$ cat src/rtl/pokey_keyboard_scanner_pkg.sv
// pokey_pkg: shared types and sizes for the POKEY keyboard scan engine
package pokey_pkg;
  localparam int SCAN_STEPS = 64;
  localparam int SCAN_W = 6;
  localparam int KBCODE_W = 7;
  typedef enum logic [1:0] {IDLE, CONFIRM, HELD} kbd_state_t;
endpackage

$ cat src/rtl/pokey_keyboard_scanner_if.sv
// pokey_keyboard_scanner_if: SKCTL controls, controller returns and key outputs
interface pokey_keyboard_scanner_if;
  import pokey_pkg::*;
  logic scan_en;
  logic debounce_en;
  logic kr1_L;
  logic kr2_L;
  logic [SCAN_W-1:0] key_scan_L;
  logic [KBCODE_W-1:0] kbcode;
  logic key_down;
  logic key_irq;
  modport master (output scan_en, debounce_en, kr1_L, kr2_L, input key_scan_L, kbcode, key_down, key_irq);
  modport slave (input scan_en, debounce_en, kr1_L, kr2_L, output key_scan_L, kbcode, key_down, key_irq);
endinterface

$ cat src/rtl/pokey_scan_timer.sv
// pokey_scan_timer: scan step divider and 6-bit scan address counter
module pokey_scan_timer
  import pokey_pkg::*;
#(
  parameter int SCAN_DIV = 114
) (
  input  logic              clk,
  input  logic              rst_L,
  input  logic              en_i,
  output logic              tc_o,
  output logic [SCAN_W-1:0] scan_cnt_o
);
  localparam int DW = $clog2(SCAN_DIV);
  logic [DW-1:0] div_q, div_d;
  logic [$clog2(SCAN_STEPS)-1:0] scan_q, scan_d;
  assign tc_o = en_i && div_q == DW'(SCAN_DIV - 1);
  assign scan_cnt_o = scan_q;
  always_comb begin
    div_d = !en_i || tc_o ? '0 : div_q + 1'b1;
    scan_d = !en_i ? '0 : tc_o ? scan_q + 1'b1 : scan_q;
  end
  always_ff @(posedge clk) begin
    if (!rst_L) begin
      div_q <= '0;
      scan_q <= '0;
    end else begin
      div_q <= div_d;
      scan_q <= scan_d;
    end
  end
endmodule

$ cat src/rtl/pokey_keyboard_scanner.sv
// pokey_keyboard_scanner: keyboard scan, two-scan debounce FSM and key code latch
module pokey_keyboard_scanner
  import pokey_pkg::*;
#(
  parameter int SCAN_DIV = 114
) (
  input logic clk,
  input logic rst_L,
  pokey_keyboard_scanner_if.slave bus
);
  logic tc;
  logic latch;
  logic [SCAN_W-1:0] scan_cnt;
  kbd_state_t state_q, state_d;
  logic [SCAN_W-1:0] cmp_q, cmp_d;
  logic [KBCODE_W-1:0] kbcode_q, kbcode_d;
  logic down_q, down_d, irq_q, irq_d;
  pokey_scan_timer #(.SCAN_DIV(SCAN_DIV)) u_timer (
    .clk(clk),
    .rst_L(rst_L),
    .en_i(bus.scan_en),
    .tc_o(tc),
    .scan_cnt_o(scan_cnt)
  );
  assign bus.key_scan_L = ~scan_cnt;
  assign bus.kbcode = kbcode_q;
  assign bus.key_down = down_q;
  assign bus.key_irq = irq_q;
  // Once a candidate is chosen, only its own address is looked at until IDLE
  always_comb begin
    state_d = state_q;
    cmp_d = cmp_q;
    kbcode_d = kbcode_q;
    down_d = down_q;
    irq_d = 1'b0;
    latch = 1'b0;
    if (!bus.scan_en) begin
      state_d = IDLE;
      cmp_d = '0;
      down_d = 1'b0;
    end else if (tc) begin
      case (state_q)
        IDLE: if (!bus.kr1_L) begin
          if (bus.debounce_en) begin
            cmp_d = scan_cnt;
            state_d = CONFIRM;
          end else latch = 1'b1;
        end
        CONFIRM: if (scan_cnt == cmp_q) begin
          if (bus.kr1_L) state_d = IDLE;
          else latch = 1'b1;
        end
        HELD: if (scan_cnt == cmp_q && bus.kr1_L) begin
          down_d = 1'b0;
          state_d = IDLE;
        end
        default: state_d = IDLE;
      endcase
    end
    if (latch) begin
      kbcode_d = {~bus.kr2_L, scan_cnt};
      cmp_d = scan_cnt;
      down_d = 1'b1;
      irq_d = 1'b1;
      state_d = HELD;
    end
  end
  always_ff @(posedge clk) begin
    if (!rst_L) begin
      state_q <= IDLE;
      cmp_q <= '0;
      kbcode_q <= '0;
      down_q <= 1'b0;
      irq_q <= 1'b0;
    end else begin
      state_q <= state_d;
      cmp_q <= cmp_d;
      kbcode_q <= kbcode_d;
      down_q <= down_d;
      irq_q <= irq_d;
    end
  end
endmodule

$ cat src/flat_wrapper.sv
// flat-port wrapper written by rule: the top's interface ports become plain ports
module pokey_keyboard_scanner_flat import pokey_pkg::*;
#(
  parameter int SCAN_DIV = 114
)
  (clk, rst_L, bus_scan_en, bus_debounce_en, bus_kr1_L, bus_kr2_L, bus_key_scan_L, bus_kbcode, bus_key_down, bus_key_irq);
  pokey_keyboard_scanner_if bus_i ();
  input logic clk;
  input logic rst_L;
  input wire logic [$bits(bus_i.scan_en)-1:0] bus_scan_en;
  input wire logic [$bits(bus_i.debounce_en)-1:0] bus_debounce_en;
  input wire logic [$bits(bus_i.kr1_L)-1:0] bus_kr1_L;
  input wire logic [$bits(bus_i.kr2_L)-1:0] bus_kr2_L;
  output wire logic [$bits(bus_i.key_scan_L)-1:0] bus_key_scan_L;
  output wire logic [$bits(bus_i.kbcode)-1:0] bus_kbcode;
  output wire logic [$bits(bus_i.key_down)-1:0] bus_key_down;
  output wire logic [$bits(bus_i.key_irq)-1:0] bus_key_irq;
  assign bus_i.scan_en = bus_scan_en;
  assign bus_i.debounce_en = bus_debounce_en;
  assign bus_i.kr1_L = bus_kr1_L;
  assign bus_i.kr2_L = bus_kr2_L;
  assign bus_key_scan_L = bus_i.key_scan_L;
  assign bus_kbcode = bus_i.kbcode;
  assign bus_key_down = bus_i.key_down;
  assign bus_key_irq = bus_i.key_irq;
  pokey_keyboard_scanner #(.SCAN_DIV(SCAN_DIV)) u_core (.clk(clk), .rst_L(rst_L), .bus(bus_i));
endmodule
$ cat config.mk
export PLATFORM = sky130hd
export DESIGN_NAME = pokey_keyboard_scanner_flat
export DESIGN_NICKNAME = d
export VERILOG_FILES = /design/src/rtl/pokey_keyboard_scanner_pkg.sv /design/src/rtl/pokey_keyboard_scanner_if.sv /design/src/rtl/pokey_scan_timer.sv /design/src/rtl/pokey_keyboard_scanner.sv /design/src/flat_wrapper.sv
export SDC_FILE = /design/constraint.sdc
export NUM_CORES = 1
export LEC_CHECK = 0
export CELL_PAD_IN_SITES_DETAIL_PLACEMENT = 0
export CELL_PAD_IN_SITES_GLOBAL_PLACEMENT = 2
export CORE_AREA = 2 2 60 105
export CTS_CLUSTER_DIAMETER = 100
export CTS_CLUSTER_SIZE = 16
export DETAILED_ROUTE_END_ITERATION = 16
export DIE_AREA = 0 0 62 107
export PLACE_DENSITY_LB_ADDON = 0.2
export SYNTH_ARGS = -nofsm -noshare
export SYNTH_HDL_FRONTEND = slang
export SYNTH_SLANG_ARGS = --single-unit
$ cat constraint.sdc
create_clock -name clk -period 1.6 [get_ports clk]
set_clock_uncertainty 0.15 [all_clocks]
set_input_delay 0.24 -clock clk [delete_from_list [all_inputs] [get_ports clk]]
set_output_delay 0.24 -clock clk [all_outputs]
set_load 0.005 [all_outputs]
==> flow_metrics.py <==
metrics = {
    "routing": {
        "drt_first_pass_iters": 4,
        "wl_mm": 4.38,
        "viasPerCell": 4.70,
        "num_vias": 1505,
        "drt_iter0_drc": 89,
        "wl_per_cell_um": 13.7,
        "ant_nets": 0,
        "drc_errors": 0,
    },
    "power_and_ir_drop": {
        "pwr-share-comb": 0.055,
        "p_sw_frac": 0.221,
        "ir_drop_mv": 0.475,
        "clkPwrFrac": 0.468,
        "internal_power_mw": 1.23,
        "cellPowerDensity_nw_per_um2": 654,
        "p_switching_mw": 0.348,
        "sequentialPowerShare": 0.477,
        "p_leak_nw": 0.854,
    },
    "floorplan": {
        "start_util": 0.283,
        "die_height_um": 107,
        "fp.dieW_um": 62,
        "fp.coreArea_um2": 5790,
        "dieArea_um2": 6630,
        "rows": 37,
        "io_pins": 21,
    },
    "setup_path": {
        "ff2ff_path_depth": 8,
        "crit_start": "bus_kr1_L",
        "crit_path_cell_trace": "clkdlybuf4s50_1 -> or2_4 -> nor4_4 -> a41o_1 -> buf_12 -> mux2i_2",
        "cpPeakStageDelay_ps": 430,
        "path_class": "in -> reg",
        "worstPathArrival_ps": 1740,
        "ff2ff_setup_slack_ps": -80,
        "reg2reg_from": "u_core.u_timer.div_q[1]",
        "critPathLaunchType": "input pin",
        "end_kind": "register",
        "r2r_end": "u_core.cmp_q[5]",
        "worstSetupEndpoint": "u_core.cmp_q[5]",
        "crit_path_top_delay_cell": "clkdlybuf4s50_1",
        "cp_data_required_time_ps": 1640,
        "worst-path-max-fanout": 6,
    },
    "placement": {
        "place_hpwl_mm": 3.30,
        "portBuffers": 20,
        "place_area_um2": 2150,
        "routabilityCongestion": 0.761,
    },
    "clock_tree": {
        "cts_max_path_buffers": 2,
        "htree_levels": 2,
        "clock_latency_ps": 280,
        "cts_root_buffer": "clkbuf_8",
        "cts_tree": "yes",
        "cts_hold_buf": 0,
        "numCtsBuffers": 5,
        "clock-sinks": 30,
        "clkSlewWorstSetupHoldPaths_ps": 70,
    },
    "finish": {
        "nets": 250,
        "n_antenna_cell": 0,
        "finalInstanceArea_um2": 2410,
        "fillers": 594,
        "syn2layout_area_growth_pct": 47.0,
        "drive_gt1_frac": 0.277,
    },
    "worst_hold_path": {
        "hold_path.startpoint": "u_core.cmp_q[0]",
        "hold_class": "reg -> reg",
    },
    "logic_synthesis": {
        "yosys_warnings": 0,
        "synth.top_cell.area_share": 0.367,
        "ys_seq_area_frac": 0.367,
        "ys_top_cells_by_count": "dfxtp_1, nand2_1, nor2_1, nand3_1, xnor2_1",
        "synthArstFlopShare": 0,
        "synth_seq_cells": 30,
        "synth_area_per_cell_um2": 8.36,
        "yosysUniqueCellTypes": 35,
        "synth_area_um2": 1640,
        "synth_nets": 205,
        "yosys.area.top_type": "dfxtp_1",
        "yosysMostFrequentCell": "dfxtp_1",
        "synth_edf_count": 0,
        "synth_ff_type": "dfxtp_1",
        "synth_area_leaders": "dfxtp_1, xnor2_1, nand3b_1",
        "syn-instance-count": 196,
    },
    "status": {
        "status": "complete, but fails checks",
        "violations": "setup timing",
    },
    "sta": {
        "post-route-min-period_ps": 1700,
        "finalCritPeriodShare": 1.06,
        "fmax_mhz": 589,
        "worst_pin_slew_ps": 366,
        "timing.hold.ws_ps": 320,
        "setup_viol": 11,
        "finalHoldViolations": 0,
        "slew_violations": 0,
        "rsz0062_at_grt": "yes",
        "setup_ws_ps": -99.2,
        "slew_headroom": 0.754,
    },
    "run": {
        "max-cap-violations": 0,
    },
    "grt": {
        "grt_busiest_layer": "met2",
        "use_met1": 0.155,
        "met2_usage": 0.272,
        "use_met3": 0.0386,
        "antenna_found_initial": 0,
        "grt_usage": 0.153,
        "grt_max_degree": 19,
        "grt_pass1_wl_mm": 7.49,
        "gr-total-overflow": 0,
        "grt_pass1_vias": 1619,
    },
}
[area by class of cell]
class | instances | area (um^2) | area share
Sequential cell | 30 | 608 | 0.253
Inverter | 9 | 33.8 | 0.0140
Tap cell | 78 | 97.6 | 0.0405
Multi-Input combinational cell | 143 | 1060 | 0.441
Clock buffer | 8 | 110 | 0.0457
Timing Repair Buffer | 52 | 497 | 0.206
[power by group through the flow]
stage,registers (mW),logic [mW],clock network [mW]
2_1_floorplan,0.768,0.0351,0
3_3_place_gp,0.767,0.0787,0
3_5_place_dp,0.768,0.0807,0
4_1_cts,0.751,0.0859,0.761
5_1_grt,0.751,0.0955,0.811
6_report,0.751,0.0869,0.736
[worst min path at each step]
stage / endpoint / cells after the start
2_1_floorplan: u_core.u_timer.div_q[0] / 1
3_3_place_gp: u_core.cmp_q[4] / 2
3_5_place_dp: u_core.cmp_q[0] / 2
4_1_cts: u_core.cmp_q[0] / 2
5_1_grt: u_core.bus.key_down / 2
6_report: u_core.cmp_q[0] / 2
[cells in the final DEF, fill, tap and decap left out, types with 7 or more instances in the layout]
master / netlist / routed
buf_4: 0 / 25
and2_1: 7 / 7
nand2_1: 21 / 19
clkdlybuf4s50_1: 0 / 13
nor2_1: 17 / 17
dfxtp_1: 30 / 24
nand3_1: 14 / 14
nand3b_1: 12 / 12
inv_1: 9 / 8
xnor2_1: 14 / 13
clkbuf_8: 0 / 8
nand4_1: 8 / 8
[cells by family after synthesis]
| logic type | share of synthesized area |
|---|---|
| mux | 0.0428 |
| xor+xnor | 0.0856 |
| simple gates | 0.325 |
| buf+inv | 0.0733 |
| compound gates | 0.0833 |
| fa+ha+maj | 0.0229 |
| flops | 0.367 |
[metrics by stage]
step                cells  setup TNS, ps  setup WS, ps  utilization  power, mW
detailed placement    310          -7040          -485        0.371      0.848
global route          320          -1530          -150        0.416       1.66
CTS                   321          -1430          -149        0.411       1.60
floorplan             196          -6.09         -6.09            -      0.803
finish                320           -320         -99.2        0.416       1.57
global placement      310          -6160          -366        0.371      0.846
[per-layer routing]
metal	vias to the layer above	wire, um
li1	769	-
met1	702	1630
met2	28	2560
met3	6	122
met4	0	72
met5	-	0
[critical path: cells and delay by family]
kind | cells | cell delay, ps
AOI/OAI and AO/OA | 1 | 170
and+or+nand+nor | 2 | 540
muxes | 1 | 220
buffers and inverters | 2 | 560
[registers in the layout (all words and copies together), names as in the netlist]
| register | flops |
|---|---|
| u_core.bus.key_irq | 1 |
| u_core.bus.key_down | 1 |
| u_core.cmp_q | 6 |
| u_core.bus.kbcode | 7 |
| u_core.state_q | 2 |
| u_core.u_timer.scan_cnt_o | 6 |
| u_core.u_timer.div_q | 7 |
[what timing repair did]
action | 4_1_cts | 5_1_grt
hold endpoints to repair | 0 | 0
pin swaps | 6 | 2
resized for setup | 27 | 10
cloned | 1 | 0
setup endpoints to repair | 32 | 29
setup buffers | 2 | 0
No activity file was read; power rests on OpenSTA's default activity.
